**src/rtl/a_axi_ctrl_pkg.sv**
```systemverilog
// Shared definitions for the broadcast AXI-lite control write path
// (broadcaster, per-SLR write sinks and the host-side B responder).
package a_axi_ctrl_pkg;

  localparam int         AXIL_ADDR_WIDTH  = 9;
  localparam int         AXIL_DATA_WIDTH  = 32;
  localparam int         AXIL_STRB_WIDTH  = AXIL_DATA_WIDTH / 8;

  localparam logic [8:0] CTRL_ADDR        = 9'h000;
  localparam logic [8:0] ARG_BASE_DEFAULT = 9'h010;

  typedef struct packed {
    logic [AXIL_ADDR_WIDTH-1:0] addr;
  } axil_aw_t;

  typedef struct packed {
    logic [AXIL_DATA_WIDTH-1:0] data;
    logic [AXIL_STRB_WIDTH-1:0] strb;
  } axil_w_t;

endpackage

```
**src/rtl/a_axi_skid_hold.sv**
```systemverilog
// One-entry holding register with full flag. Ready depends only on flops and
// stays high on the commit cycle so a new beat can replace the departing one.
module a_axi_skid_hold #(
  parameter int WIDTH = 32
) (
  input  logic             clk,
  input  logic             rst_n,
  input  logic             in_valid,
  output logic             in_ready,
  input  logic [WIDTH-1:0] in_data,
  input  logic             commit,
  output logic             full,
  output logic [WIDTH-1:0] data
);

  assign in_ready = ~full | commit;

  always_ff @(posedge clk or negedge rst_n) begin
    if (!rst_n) begin
      full <= 1'b0;
      data <= '0;
    end else if (in_valid && in_ready) begin
      // NOTE: non-blocking so every flop samples pre-edge values regardless of statement order.
      full <= 1'b1;
      data <= in_data;
    end else if (commit) begin
      full <= 1'b0;
    end
  end

endmodule

```
**src/rtl/a_axi_write_sink_slr.sv**
```systemverilog
// Per-SLR endpoint of the broadcast control write path: joins AW and W,
// applies byte-strobed writes to the argument shadow and pulses ap_start.
module a_axi_write_sink_slr
  import a_axi_ctrl_pkg::*;
#(
  parameter int C_S_AXI_CONTROL_ADDR_WIDTH  = 9,
  parameter int C_S_AXI_CONTROL_DATA_WIDTH  = 32,
  parameter int C_S_AXI_CONTROL_WSTRB_WIDTH = 4,
  parameter int NUM_ARGS                    = 8,
  parameter logic [C_S_AXI_CONTROL_ADDR_WIDTH-1:0] ARG_BASE =
    C_S_AXI_CONTROL_ADDR_WIDTH'(ARG_BASE_DEFAULT)
) (
  input  logic                                   ap_clk,
  input  logic                                   ap_rst_n,
  input  logic                                   s_axi_control_AWVALID,
  output logic                                   s_axi_control_AWREADY,
  input  logic [C_S_AXI_CONTROL_ADDR_WIDTH-1:0]  s_axi_control_AWADDR,
  input  logic                                   s_axi_control_WVALID,
  output logic                                   s_axi_control_WREADY,
  input  logic [C_S_AXI_CONTROL_DATA_WIDTH-1:0]  s_axi_control_WDATA,
  input  logic [C_S_AXI_CONTROL_WSTRB_WIDTH-1:0] s_axi_control_WSTRB,
  output logic [NUM_ARGS*32-1:0]                 args,
  output logic                                   ap_start,
  output logic                                   write_err
);

  localparam int AW    = C_S_AXI_CONTROL_ADDR_WIDTH;
  localparam int IDX_W = AW - 2;
  localparam logic [IDX_W-1:0] CTRL_WORD = IDX_W'(CTRL_ADDR >> 2);
  localparam logic [IDX_W-1:0] BASE_WORD = ARG_BASE[AW-1:2];

  logic                       aw_full;
  logic                       w_full;
  logic                       commit;
  logic [AW-1:0]              aw_q;
  axil_w_t                    w_in;
  axil_w_t                    w_q;
  logic [IDX_W-1:0]           word;
  logic [IDX_W-1:0]           arg_idx;
  logic                       ctrl_hit;
  logic                       arg_hit;
  logic                       unused_addr_lsb;
  logic [NUM_ARGS-1:0][31:0]  args_q;
  logic                       ap_start_q;
  logic                       write_err_q;

  assign commit = aw_full & w_full;
  assign w_in   = '{data: s_axi_control_WDATA, strb: s_axi_control_WSTRB};

  a_axi_skid_hold #(.WIDTH(AW)) u_aw_hold (
    .clk      (ap_clk),
    .rst_n    (ap_rst_n),
    .in_valid (s_axi_control_AWVALID),
    .in_ready (s_axi_control_AWREADY),
    .in_data  (s_axi_control_AWADDR),
    .commit   (commit),
    .full     (aw_full),
    .data     (aw_q)
  );

  a_axi_skid_hold #(.WIDTH($bits(axil_w_t))) u_w_hold (
    .clk      (ap_clk),
    .rst_n    (ap_rst_n),
    .in_valid (s_axi_control_WVALID),
    .in_ready (s_axi_control_WREADY),
    .in_data  (w_in),
    .commit   (commit),
    .full     (w_full),
    .data     (w_q)
  );

  // Byte-lane bits of the address never select anything.
  assign unused_addr_lsb = ^aw_q[1:0];
  assign word     = aw_q[AW-1:2];
  assign arg_idx  = word - BASE_WORD;
  assign ctrl_hit = (word == CTRL_WORD);
  assign arg_hit  = (word >= BASE_WORD) && (32'(arg_idx) < 32'(NUM_ARGS));

  always_ff @(posedge ap_clk or negedge ap_rst_n) begin
    if (!ap_rst_n) begin
      // NOTE: the argument shadow is reset: kernels read it as defined zeros after reset.
      args_q      <= '0;
      ap_start_q  <= 1'b0;
      write_err_q <= 1'b0;
    end else begin
      ap_start_q  <= commit & ctrl_hit & w_q.strb[0] & w_q.data[0];
      write_err_q <= commit & ~ctrl_hit & ~arg_hit;
      for (int k = 0; k < NUM_ARGS; k++) begin
        for (int i = 0; i < 4; i++) begin
          if (commit && arg_hit && arg_idx == IDX_W'(k) && w_q.strb[i])
            args_q[k][8*i +: 8] <= w_q.data[8*i +: 8];
        end
      end
    end
  end

  assign args      = args_q;
  assign ap_start  = ap_start_q;
  assign write_err = write_err_q;

endmodule
```
**config.mk**
```make
export PLATFORM = sky130hd
export DESIGN_NAME = a_axi_write_sink_slr
export DESIGN_NICKNAME = d
export VERILOG_FILES = /design/src/rtl/a_axi_ctrl_pkg.sv /design/src/rtl/a_axi_skid_hold.sv /design/src/rtl/a_axi_write_sink_slr.sv
export SDC_FILE = /design/constraint.sdc
export NUM_CORES = 1
export LEC_CHECK = 0
export CAP_MARGIN = 25
export CORE_ASPECT_RATIO = 2
export CORE_MARGIN = 4
export CORE_UTILIZATION = 46
export CTS_CLUSTER_DIAMETER = 150
export DETAILED_ROUTE_END_ITERATION = 10
export DONT_BUFFER_PORTS = 1
export GPL_TIMING_DRIVEN = 1
export SLEW_MARGIN = 20
export SYNTH_ARGS = -nofsm -noshare
export SYNTH_HDL_FRONTEND = slang
export SYNTH_SLANG_ARGS = --single-unit
```
**constraint.sdc**
```tcl
create_clock -name ap_clk -period 6.7 [get_ports ap_clk]
set_input_delay 0.67 -clock ap_clk [delete_from_list [all_inputs] [get_ports ap_clk]]
set_output_delay 0.67 -clock ap_clk [all_outputs]
set_load 0.05 [all_outputs]
```
==> summary.txt, run 1 <==
Global route
  • Vias in the first global route: 6,753
  • Initial antenna violation count: 3
  • Largest net degree at the start of global routing: 304
  • GRT overflow: 0
  • Total GRT Usage: 20.22%
  • First-pass GRT wire length: 44,020 microns

Placement
  • Placer Congestion: 0.7861
  • Placement Cell Area: 0.01240 sq mm
  • Final HPWL DP: 21,050 microns
  • Number of buffer cells added on primary ports: 0
  • Inst Count DP: 1,018
  • Worst slack at placement: 3.833 ns

Worst setup path
  • WP data arrival: 3.20 ns
  • Setup crit start kind: flop
  • Kind of critical path: flop to flop
  • Critical Path Source: u_aw_hold.data[4]
  • Worst r2r src: u_aw_hold.data[4]
  • FF-to-FF setup slack: 3.91 ns
  • Critical Path RT: 7.12 ns
  • Crit. End Element: flop
  • Worst Setup EP: args[164]
  • RR Endpoint: args[164]
  • Worst-path maximum fanout: 8
  • Cells on worst reg2reg path: 6

Run
  • Max-cap violations: 0

Synth
  • Synthesis Warnings: 0
  • Synth top area share: 62.80%
  • Post-synth top area cell: dfrtp_1
  • Async set-reset flop share out of synthesis: 100.0%
  • Post-Syn Area: 0.01207 sq mm
  • Synth area leaders: dfrtp_1 63%, mux2_2 25%, nand4_4 5.1%, mux2_4 2.0%, mux2_1 0.93%
  • Avg Cell Area, Syn: 17.50 sq um
  • Number of synthesized flops with an enable pin: 0
  • Post-synthesis sequential area ratio: 62.80%
  • Most frequent cell after synthesis: dfrtp_1
  • #FFs+latches synth: 303
  • Gate Count Post-Synth: 690
  • Synth cell count leaders: 303 x dfrtp_1, 273 x mux2_2, 29 x nand4_4, 16 x mux2_4, 10 x mux2_1
  • Cell variety after synth: 31
  • Main synth FF type: dfrtp_1
  • Syn nets: 742

Routing
  • Post-Route M1 WL: 9644 microns
  • Drt via density: 5.576
  • Final WL: 29,720 microns
  • Pre-antenna DRT Iters: 4
  • ANT nets after route: 0
  • Via count: 5,961
  • Routed length on met2: 17,000 microns
  • Drt drc: 0
  • WL/cell: 27.80 microns
  • Initial drt markers: 286
  • Highest Signal Layer: met4
  • Met3 Routed Length: 2130 microns

STA
  • Final worst slack: 3.915 ns
  • Fin crit share: 41.57%
  • Max Transition Viols Final: 0
  • Worst Tran Pin Value: 0.8520 ns
  • WHS: -0.1734 ns
  • Setup TNS: 0 ns
  • Fmax: 359.0 MHz
  • Worst Skew: 0.01630 ns
  • Final Hold Vio Count: 303
  • # setup viols final: 0
  • Minimum clock period: 2.785 ns
  • RSZ-0062 raised after global routing: false
  • Slew margin rel.: 42.99%

Power and ir drop
  • Power Density: 345.3 mW/mm^2
  • VDD IR max: 0.0002251 V
  • P_leak: 0.006588 uW

Floorplanning
  • Die H: 237.1 microns
  • Initial core utilization: 46.88%
  • I/O pin cnt: 309
  • Die ar.: 0.02906 sq mm
  • Core ar.: 0.02575 sq mm
  • Die width: 122.6 microns
  • Site row count: 83

Run status
  • Violated checks: hold timing
  • Status: complete, but fails checks

Final layout
  • Share of cells above drive strength 1: 52.62%
  • Fin nets: 758
  • Final Cell Area: 0.01333 sq mm
  • Final Non-Filler Cells: 1,069
  • Area Overhead vs Synth: 10.40%

CTS
  • Clock Pin Slew Worst Setup and Hold Paths: 0.07 ns
  • CTS sink count: 303
  • Num CTS Buffers: 26
  • H-tree levels: 1
  • Clock latency on the worst-skew pair: 0.53 ns
  • Post-CTS sizing: 0
  • Clock Tree Root: clkbuf_16
  • Setup Fix Bufs, Post-CTS: 0
  • CTS tree: built
  • CTS max path bufs: 3

Hold path
  • Worst min-delay path category: input port to asynchronous set/reset pin
[area by class of cell]
class	count	area (sq um)
inverter	2	7.507
clock inverter	16	175.2
multi-input combinational	370	4350
tap	340	425.4
sequential	303	7582
timing repair buffer	3	35.03
clock buffer	32	744.5
antenna	3	7.507
fill	2219	12430
[cells by family (layout without fill, tap and decap cells)]
| family | Yosys count | in the layout | share of synthesized area, % |
|---|---|---|---|
| AO/OA/AOI/OAI | 2 | 2 | 0.2591 |
| adder cells (fa/ha/maj) | 3 | 3 | 0.3109 |
| buffers and inverters | 17 | 53 | 1.181 |
| flip-flops | 303 | 303 | 62.80 |
| multiplexers | 299 | 299 | 28.39 |
| other | 0 | 3 | 0 |
| AND/OR/NAND/NOR | 66 | 66 | 7.058 |
[routing by layer]
layer / global-route usage [%] / vias to the layer above
li1: - / 2528
met1: 20.74 / 3181
met2: 38.29 / 207
met3: 5.258 / 45
met4: 7.546 / 0
met5: 0 / -
[where the power goes]
group	internal, uW	switching [uW]
Sequential	1990	701
Combinational	165	158
Clock	910	674
Total	3070	1530
[worst min-delay path by stage]
stage	endpoint	slack (ns)	depth (start not counted)
2_1_floorplan	ap_start	0.37	0
6_report	args[235]	-0.17	0
3_5_place_dp	args[171]	0.38	0
4_1_cts	args[78]	-0.19	0
5_1_grt	args[171]	-0.19	0
3_3_place_gp	args[206]	0.38	0
[sequential cells by signal (all words and copies together) (netlist names)]
register        count
u_aw_hold.full      1
write_err           1
args              256
u_aw_hold.data      7
ap_start            1
u_w_hold.full       1
u_w_hold.data      36
[worst max-delay path, cell delays in order (launching register included)]
cell	delay, ns
dfrtp_1	0.40
inv_1	0.08
ha_1	0.27
nor2b_1	0.39
and2_1	0.65
nand4_2	0.45
mux2_2	0.42
[through the flow]
stage / util (%) / power [uW]
floorplan: - / 2948
global placement: 48.07 / 3034
detailed placement: 48.15 / 3064
CTS: 51.72 / 4651
global route: 51.75 / 4762
finish: 51.75 / 4602
[cells in the final DEF (no fill, tap or decap), types with 2 or more instances in the layout]
| cell | count |
|---|---|
| clkinvlp_4 | 5 |
| nand2b_1 | 5 |
| nor2_2 | 2 |
| and2_2 | 2 |
| bufinv_16 | 3 |
| clkbuf_8 | 5 |
| mux2_4 | 16 |
| clkbuf_16 | 27 |
| clkinv_2 | 6 |
| dfrtp_1 | 303 |
| nor2_1 | 7 |
| buf_4 | 2 |
| inv_1 | 2 |
| nand3_1 | 4 |
| nor3_2 | 2 |
| diode_2 | 3 |
| mux2_1 | 10 |
| nand4_4 | 29 |
| nand4_2 | 3 |
| ha_1 | 3 |
| and2_1 | 3 |
| nand2_1 | 2 |
| clkinv_4 | 2 |
| mux2_2 | 273 |
Note: power is estimated with default switching activity, not from simulation.
==> run 2, diff against run 1 <==
Clock period 6.7 ns to 2.7 ns, I/O delays scaled along.
==> summary.txt, run 2 (synthesized netlist as in run 1, its figures left out) <==
Placement
  • Placement Cell Area: 0.01251 sq mm
  • Placer Congestion: 0.7844
  • Final HPWL DP: 21,090 microns
  • Number of buffer cells added on primary ports: 0

Routing
  • Final WL: 29,730 microns
  • ANT nets after route: 0
  • Drt drc: 0
  • Initial drt markers: 258
  • WL/cell: 26.57 microns
  • Via count: 6,187
  • Drt via density: 5.529
  • Pre-antenna DRT Iters: 4

Worst setup path
  • Worst-path maximum fanout: 8
  • Worst r2r src: u_aw_hold.data[4]
  • Crit. End Element: flop
  • FF-to-FF setup slack: 0.19 ns
  • CP max stage delay: 0.47 ns
  • WP data arrival: 2.92 ns
  • Slowest CP cell: and2_2
  • RR Endpoint: args[144]
  • Cells on worst reg2reg path: 6
  • Setup crit start kind: flop
  • Kind of critical path: flop to flop
  • CP Cell Sequence: inv_1 -> ha_1 -> nor2b_1 -> and2_2 -> nand4_2 -> mux2_2
  • Critical Path RT: 3.11 ns

CTS
  • Clock latency on the worst-skew pair: 0.53 ns
  • Clock Tree Root: clkbuf_16
  • Num CTS Buffers: 26
  • CTS sink count: 303
  • Hold_buf cts: 45
  • H-tree levels: 1
  • CTS tree: built
  • Clock Pin Slew Worst Setup and Hold Paths: 0.07 ns
  • Setup Fix Bufs, Post-CTS: 0
  • CTS max path bufs: 3

Global route
  • Vias in the first global route: 6,931
  • Largest net degree at the start of global routing: 304
  • Initial antenna violation count: 1
  • First-pass GRT wire length: 44,290 microns
  • Total GRT Usage: 20.34%
  • GRT overflow: 0

STA
  • Fmax: 398.7 MHz
  • # setup viols final: 0
  • Setup TNS: 0 ns
  • Worst Tran Pin Value: 0.7222 ns
  • Max Transition Viols Final: 0
  • WHS: -0.5738 ns
  • Slew margin rel.: 51.59%
  • Final Hold Vio Count: 303
  • Minimum clock period: 2.508 ns
  • Fin crit share: 92.91%
  • Worst Skew: 0.009446 ns
  • RSZ-0062 raised after global routing: false

Final layout
  • Fin nets: 814
  • Final Cell Area: 0.01383 sq mm
  • Share of cells above drive strength 1: 49.36%
  • Core Util, Final: 53.71%
  • Commonest non-fill, non-tap cell in the layout: dfrtp_1
  • Area Overhead vs Synth: 14.58%
  • Commonest cells after routing, fill and taps aside: 303 x dfrtp_1, 273 x mux2_2, 45 x dlygate4sd3_1
  • Largest register FFs: 256

Power and ir drop
  • Power Density: 822.1 mW/mm^2
  • P_leak: 0.006823 uW
  • Clk pwr share: 33.2%
  • Reg power frac: 58.8%
  • VDD IR max: 0.0005035 V
  • Cell internal pwr: 7645 uW
  • Sw Ratio: 32.78%
  • Gate power share: 7.9%
  • NetSw: 3728 uW

Run status
  • Status: complete, but fails checks
  • Violated checks: hold timing

Floorplanning
  • I/O pin cnt: 309
  • Die H: 237.1 microns
  • Die ar.: 0.02906 sq mm
  • Site row count: 83
  • Core ar.: 0.02575 sq mm
  • Initial core utilization: 46.88%
  • Die width: 122.6 microns

Run
  • Max-cap violations: 0

Hold path
  • Worst min-delay path category: input port to asynchronous set/reset pin
-- run 2: cell types whose count changed in the layout (fill, tap and decap cells not counted), moves of 4 or more --
cell | previous run | this run
buf_4 | 2 | 11
clkbuf_1 | 0 | 5
clkinv_2 | 6 | 1
clkinvlp_4 | 5 | 1
dlygate4sd3_1 | 0 | 45
-- run 2: power by group through the flow --
stage          registers, uW  logic (uW)  clock network, uW
3_5_place_dp            6790         852                  0
2_1_floorplan           6550         768                  0
5_1_grt                 6750         977               4060
4_1_cts                 6700         913               3880
3_3_place_gp            6760         812                  0
6_report                6690         902               3780
-- run 2: worst max-delay path by stage --
stage | startpoint | to | slack (ns) | cells past startpoint
after floorplan | u_aw_hold.data[4] | args[33] | 0.54 | 8
after global placement | u_aw_hold.data[4] | args[149] | 0.25 | 6
after detailed placement | u_aw_hold.data[4] | args[151] | 0.18 | 6
after CTS | u_aw_hold.data[4] | args[151] | 0.17 | 6
after global routing | u_aw_hold.data[4] | args[145] | 0.05 | 6
final | u_aw_hold.data[4] | args[144] | 0.19 | 6
-- run 2: worst max-delay path, delay by kind of cell, from the launching register on --
family / cells / cell delay (ns)
fa+ha+maj: 1 / 0.27
flops: 1 / 0.39
simple gates: 3 / 1.24
mux: 1 / 0.40
buf+inv: 1 / 0.08
-- run 2: per-layer routing --
layer  vias to the layer above  GRT usage, %  wire length (microns)
met5                         -             0                      0
met1                      3287         20.37                   9512
met4                         0         7.716                    929
met2                       204         38.89                  17210
li1                       2650             -                      -
met3                        46         5.425                   2073
-- run 2: cell type report --
| type | count | area [sq um] |
|---|---|---|
| clock inverters | 5 | 81.33 |
| well taps | 340 | 425.4 |
| inverters | 2 | 7.507 |
| clock buffers | 39 | 790.8 |
| multi-input cells | 370 | 4350 |
| flip-flops and latches | 303 | 7582 |
| fillers | 2209 | 11920 |
| diodes | 1 | 2.502 |
| repair buffers | 59 | 593.1 |
-- run 2: metrics by stage --
step / power [uW] / cells / setup slack (ns)
after global placement: 7575 / 1029 / 0.2512
after global routing: 11780 / 1119 / 0.04780
final: 11370 / 1119 / 0.1915
after detailed placement: 7645 / 1029 / 0.1809
after CTS: 11500 / 1118 / 0.1680
after floorplan: 7315 / 690 / 0.5420
-- run 2: timing repair --
action	4_1_cts	5_1_grt
setup endpoints to repair	0	0
endpoints found under the hold margin	348	303
resized for setup	0	0
==> run 3, diff against run 2 <==
Settings changed: SYNTH_HIERARCHICAL set to 1.
==> summary.txt, run 3 <==
Run status
  • Status: complete, but fails checks
  • Violated checks: hold timing

STA
  • Fin crit share: 93.16%
  • RSZ-0062 raised after global routing: false
  • Worst Tran Pin Value: 1.221 ns
  • Worst Skew: 0.01079 ns
  • WHS: -0.5677 ns
  • Minimum clock period: 2.515 ns
  • Final Hold Vio Count: 303
  • Max Transition Viols Final: 0
  • Slew margin rel.: 18.62%
  • # setup viols final: 0
  • Setup TNS: 0 ns
  • Fmax: 397.5 MHz

Floorplanning
  • I/O pin cnt: 309
  • Die H: 238.5 microns
  • Die width: 123.2 microns
  • Die ar.: 0.02939 sq mm
  • Core ar.: 0.02628 sq mm
  • Initial core utilization: 46.50%
  • Site row count: 84

CTS
  • Clock latency on the worst-skew pair: 0.54 ns
  • CTS max path bufs: 3
  • Clock Pin Slew Worst Setup and Hold Paths: 0.06 ns
  • Num CTS Buffers: 27
  • CTS sink count: 303
  • Clock Tree Root: clkbuf_16
  • Post-CTS sizing: 0
  • Setup Fix Bufs, Post-CTS: 0
  • CTS tree: built
  • H-tree levels: 1
  • Hold_buf cts: 45

Routing
  • Final WL: 30,120 microns
  • Via count: 6,183
  • ANT nets after route: 0
  • Initial drt markers: 288
  • WL/cell: 26.84 microns
  • Drt drc: 0
  • Pre-antenna DRT Iters: 4
  • Drt via density: 5.511

Global route
  • Largest net degree at the start of global routing: 304
  • Vias in the first global route: 7,001
  • First-pass GRT wire length: 44,960 microns
  • GRT busiest layer: met2
  • Initial antenna violation count: 0
  • Total GRT Usage: 20.23%
  • Routing usage on met2: 37.88%
  • Met1 Track Usage GR: 20.51%
  • GRT overflow: 0
  • Routing usage on met3: 5.920%

Synth
  • Post-Syn Area: 0.01222 sq mm
  • Synthesis Warnings: 6
  • Gate Count Post-Synth: 691
  • Syn nets: 743
  • Avg Cell Area, Syn: 17.68 sq um

Power and ir drop
  • VDD IR max: 0.0005417 V
  • Total power: 13,740 uW
  • P_leak: 0.006972 uW
  • Power Density: 986.6 mW/mm^2

Final layout
  • Core Util, Final: 52.99%
  • Commonest non-fill, non-tap cell in the layout: dfrtp_1
  • Fin nets: 813
  • Area Overhead vs Synth: 13.94%
  • Share of cells above drive strength 1: 50.77%
  • Antenna diode count: 0
  • Commonest cells after routing, fill and taps aside: 303 x dfrtp_1, 206 x mux2_2, 93 x mux2_4
  • Final Non-Filler Cells: 1,122
  • Largest register FFs: 256

Placement
  • Final HPWL DP: 21,560 microns
  • Number of buffer cells added on primary ports: 0
  • Placer Congestion: 0.7879
  • Inst Count DP: 1,031

Hold path
  • Worst min-delay path category: input port to asynchronous set/reset pin

Worst setup path
  • Worst-path maximum fanout: 8
  • Critical Path RT: 3.12 ns
  • Crit. End Element: flop
  • WP data arrival: 2.93 ns
  • Setup crit start kind: flop
  • Kind of critical path: flop to flop

Run
  • Max-cap violations: 0
## run 3: cell types whose count changed in the layout (fill, tap and decap cells not counted), sizes merged, moves of 2 or more
cell / previous run / this run
nor2: 9 / 19
and3: 0 / 3
nand4: 33 / 8
buf: 14 / 9
nor3: 3 / 1
nand3: 4 / 13
clkinv: 2 / 9
clkbuf: 39 / 31
nand2: 3 / 11
and3b: 0 / 2
and2: 5 / 3
## run 3: final timing paths
check,from,end,slack [ns],cells past startpoint
setup / recovery,u_aw_hold/data[4],args[60],0.18,6
min in group ap_clk,s_axi_control_WVALID,u_w_hold/data[3],0.20,2
setup reg to reg,u_aw_hold/data[4],args[60],0.18,6
hold / removal,ap_rst_n,args[69],-0.57,0
hold reg to reg,u_aw_hold/data[5],u_aw_hold/data[5],0.59,1
max in group asynchronous,ap_rst_n,args[252],2.27,0
## run 3: worst max-delay path: stages, from the launching register on
cell     delay (ns)
dfrtp_1        0.40
inv_1          0.08
ha_1           0.26
o31ai_4        0.36
nand3_2        0.39
nor2_2         0.51
mux2_2         0.40
## run 3: stage by stage
step	setup slack [ns]	hold slack (ns)	cell area, sq um
floorplan	0.5676	-0.02559	12220
global placement	0.2672	-0.01911	12590
detailed placement	0.1817	-0.01876	12590
CTS	0.1627	-0.5962	13920
global route	0.01198	-0.6013	13920
finish	0.1846	-0.5677	13920
## run 3: area by class of cell
| cell class | instances | area, sq um |
|---|---|---|
| timing repair buffer | 54 | 530.5 |
| fill | 2154 | 12350 |
| clock inverter | 15 | 166.4 |
| clock buffer | 31 | 710.7 |
| inverter | 2 | 7.507 |
| sequential | 303 | 7582 |
| multi-input combinational | 373 | 4494 |
| tap | 344 | 430.4 |
## run 3: power breakdown
group	switching (uW)	total [uW]	internal, uW
clock network	1680	3860	2180
logic	496	1390	895
registers	3230	8490	5260
## run 3: metal layers
layer	up-vias	share of wire (%)
li1	2622	-
met1	3259	32
met2	241	56
met3	61	8.1
met4	0	3.9
met5	-	0
==> RTL edit 1: new RTL, flow settings as in run 3 <==
The parameter `C_S_AXI_CONTROL_ADDR_WIDTH` goes from 9 to 10.
--- a/src/rtl/a_axi_write_sink_slr.sv
+++ b/src/rtl/a_axi_write_sink_slr.sv
@@ -3,7 +3,7 @@
 module a_axi_write_sink_slr
   import a_axi_ctrl_pkg::*;
 #(
-  parameter int C_S_AXI_CONTROL_ADDR_WIDTH  = 9,
+  parameter int C_S_AXI_CONTROL_ADDR_WIDTH  = 10,
   parameter int C_S_AXI_CONTROL_DATA_WIDTH  = 32,
   parameter int C_S_AXI_CONTROL_WSTRB_WIDTH = 4,
   parameter int NUM_ARGS                    = 8,
Interface: changed (resized s_axi_control_AWADDR); port bits go from 309 to 310. The function was not compared with the original's and may differ.
==> RTL edit 1 against run 3 <==
  * The run still ends with hold timing left
  * Power shrank 16%
  * Non-clock buffer count grew 13
  * Sequential cell count grew 1
  * Worst setup slack gained 210 ps
  * Critical endpoint is now args[26]
  * Wire length grew 17%
  * Largest power group unchanged
  * Largest cell class unchanged
  * Highest routed layer unchanged
  * Global-route usage grew 4.7 points
  * Critical path depth is the same
  * Worst hold slack gained 5.0 ps
  * Cell area shrank 3.7%
  * Synthesized area shrank 5.3%
==> RTL edit 1: results (changes against run 3) <==
Result of the run - complete, but fails checks
Failing checks - hold timing
Number of global-route vias before repair - 8,190 (+17%)
Final-layout clock buffer total - 37 (+19%)
Final Hold Fails - 304 (+0.33%)
Remaining max-slew budget at the tightest pin - 50.8% (+32 points)
Non-clock buffer count - 67 (+24%)
Multi-input gate share of total cell area - 28.1% (-4.2 points)
Worst slack on hold paths - -563 ps (+5.02 ps)
Internal portion of total power - 7.94 mW (-4.7%)
Mapped Nets - 839 (+13%)
Maximum vdd ir drop - 0.529 mV (-2.4%)
Clock network area share - 7.12% (+0.82 points)
Post-detail-place hpwl - 24.3 mm (+13%)
Drt first pass iters - 5 (+1)
CP Data Arrival Time - 2710 ps (-220 ps)
Area of the multi-input gates - 0.00376 mm2 (-16%)
Sequential power - 6.33 mW (-25%)
Total leakage power - 5.70 nW (-18%)
Proportion of final cell area spent on non-clock buffers - 4.89% (+1.1 points)
Global-route wire length before repair - 53.1 mm (+18%)
Share of final-layout standard cells stronger than drive strength 1 - 17.7% (-33 points)
Via density per instance - 6.24 (+13%)
Routed length on met3 - 2.61 mm (+7.5%)
Crit Reg-Reg Endpoint - args[26]
Multi-input gates - 436 (+17%)
Dpl cell area - 0.0120 mm2 (-4.8%)
Drt initial violations - 449 (+56%)
Routed WL per cell - 29.6 um (+10%)
Length of routed wiring on met1 - 11.6 mm (+18%)
Register-to-register setup slack - 400 ps (+210 ps)
Quantity of hold-fixing buffers added after cts - 46 (+2.2%)
Clock network power - 4.12 mW (+6.7%)
Total routing usage reported by global routing - 24.9% (+4.7 points)
[RTL edit 1: cell count changes in the layout (fill, tap and decap cells not counted), moves of 8 or more]
cell       change
nand3_4       -10
buf_4         +10
mux2_2       -200
nand2_1       +56
o2bb2ai_1    +256
nor2_2         -8
nand3_2       +28
and2_0         +8
mux2_4        -55
nand4_4        -8
[RTL edit 1: routing by layer]
layer,vias to the layer above,global-route usage (%)
li1,3103,-
met1,3884,26.0
met2,354,46.4
met3,86,6.22
met4,0,11.4
met5,-,0
[RTL edit 1: per-stage QoR]
stage / hold slack [ps] / setup slack (ps) / std cells / power, mW / utilization, %
after floorplan: -25.6 / 760 / 785 / 7.08 / -
after global placement: -16.0 / 413 / 1095 / 7.45 / 48.7
after detailed placement: -16.8 / 370 / 1095 / 7.49 / 48.7
after CTS: -596 / 363 / 1190 / 11.7 / 54.4
after global routing: -584 / 129 / 1190 / 12.0 / 54.4
final: -563 / 396 / 1190 / 11.6 / 54.4
[RTL edit 1: how the worst max path moves through the flow]
stage,slack (ps),from,depth (start not counted),endpoint
floorplan,760,u_aw_hold/data[4],7,args[128]
global placement,410,u_aw_hold/data[4],6,args[11]
detailed placement,370,u_aw_hold/data[5],6,args[26]
CTS,360,u_aw_hold/data[5],6,args[10]
global route,130,u_aw_hold/data[4],6,args[26]
finish,400,u_aw_hold/data[4],6,args[26]
[RTL edit 1: worst max-delay path, cell delays in order, from the launching register on]
cell	delay (ps)
dfrtp_1	410
inv_1	100
ha_1	320
and4_1	280
and2_0	440
nand3_1	380
o2bb2ai_1	230
==> RTL edit 2: new RTL, flow settings as in run 3 <==
Without the edit above. Put one more register stage on the output `write_err`, with the module's reset. The value now appears one clock later. The other outputs are not delayed to match.
--- a/src/rtl/a_axi_write_sink_slr.sv
+++ b/src/rtl/a_axi_write_sink_slr.sv
@@ -96,6 +96,12 @@
 
   assign args      = args_q;
   assign ap_start  = ap_start_q;
-  assign write_err = write_err_q;
+  always_ff @(posedge ap_clk or negedge ap_rst_n) begin
+    if (!ap_rst_n) begin
+      write_err <= '0;
+    end else begin
+      write_err <= write_err_q;
+    end
+  end
 
 endmodule
Function: changed (Yosys sat finds a counterexample within 4 cycles, from zero or initial values and one cycle with ap_rst_n low).
==> RTL edit 2 against run 3 <==
  * The run still ends with hold timing left
  * Worst setup slack better by 2.2 ps
  * Clock power is 1% lower
  * Clock skew hardly changed
  * Critical path depth stayed put
  * Power is 0.17% lower
  * Sequential cell count is 1 higher
  * Cell area is 0.45% higher
  * Synthesized area is 0.20% higher
  * Wire length is 0.61% lower
==> RTL edit 2: results (changes against run 3) <==
Maximum number of pins on one net before global-route repair - 305 (+0.33%)
Total via count in the routed design - 6,147 (-0.58%)
Top routing layer in use - met4
Mapped Nets - 744 (+0.13%)
Crit Reg-Reg Endpoint - args[185]
Number of global-route vias before repair - 6,855 (-2.1%)
Worst slack on hold paths - -569 ps (-1.18 ps)
Remaining max-slew budget at the tightest pin - 56.6% (+38 points)
Max stage delay cell, worst path - nor2_2
Total leakage power - 7.01 nW (+0.47%)
Initial antenna violation count - 2 (+2)
Number of resized instances in the post-cts repair step - 0 (unchanged)
CP Data Arrival Time - 2920 ps (about the same)
Routed WL per cell - 26.5 um (-1.2%)
Post-layout net count - 817 (+0.49%)
Total routing usage reported by global routing - 20.1% (-0.12 points)
Failing checks - hold timing
Maximum vdd ir drop - 0.622 mV (+15%)
Final Hold Fails - 304 (+0.33%)
Result of the run - complete, but fails checks
Length of routed wiring on met1 - 9.85 mm (+0.83%)
Placer's final routability congestion estimate - 0.815 (+3.4%)
Share of final-layout standard cells stronger than drive strength 1 - 50.8% (+0.059 points)
Clock Skew - 11.0 ps (+0.259 ps)
Drt initial violations - 206 (-28%)
Global-route wire length before repair - 44.6 mm (-0.83%)
Number of buffers inserted during clock tree synthesis - 27 (unchanged)
CP Class - reg2reg
Post-detail-place hpwl - 21.3 mm (-1.3%)
==> RTL edit 2: where the power goes <==
| group | total (mW) | switching [mW] | leakage, nW | internal (mW) |
|---|---|---|---|---|
| Sequential | 8.50 | 3.22 | 4.11 | 5.28 |
| Clock | 3.82 | 1.64 | 0.437 | 2.18 |
| Combinational | 1.39 | 0.496 | 2.46 | 0.897 |
==> RTL edit 2: layout make-up <==
type,count,area [um2]
Clock inverter,8,76.3
Timing Repair Buffer,57,553
Tap cell,344,430
Sequential cell,304,7610
Clock buffer,39,811
Multi-Input combinational cell,373,4490
Antenna cell,2,5.00
Fill cell,2181,12300
Inverter,2,7.51
==> RTL edit 2: how the worst min path moves through the flow <==
stage          startpoint  endpoint  slack (ps)  depth (start not counted)
4_1_cts          ap_rst_n  ap_start        -600                          0
3_3_place_gp     ap_rst_n  args[65]         -20                          0
5_1_grt          ap_rst_n  args[67]        -590                          0
3_5_place_dp     ap_rst_n  args[68]         -20                          0
6_report         ap_rst_n  args[67]        -570                          0
2_1_floorplan    ap_rst_n  ap_start         -30                          0
==> RTL edit 2: through the flow <==
stage | setup slack [ps] | instances | total power, mW | area, um2 | utilization, %
after floorplan | 568 | 692 | 9.36 | 12200 | -
after global placement | 289 | 1035 | 9.86 | 12600 | 48.1
after detailed placement | 190 | 1035 | 9.97 | 12600 | 48.1
after CTS | 170 | 1127 | 13.9 | 14000 | 53.2
after global routing | 37.8 | 1128 | 14.2 | 14000 | 53.2
final | 187 | 1129 | 13.7 | 14000 | 53.2
==> RTL edit 2: metal layers <==
| metal | global-route usage (%) | vias to the layer above |
|---|---|---|
| li1 | - | 2618 |
| met1 | 20.9 | 3256 |
| met2 | 37.9 | 217 |
| met3 | 5.30 | 56 |
| met4 | 7.16 | 0 |
| met5 | 0 | - |
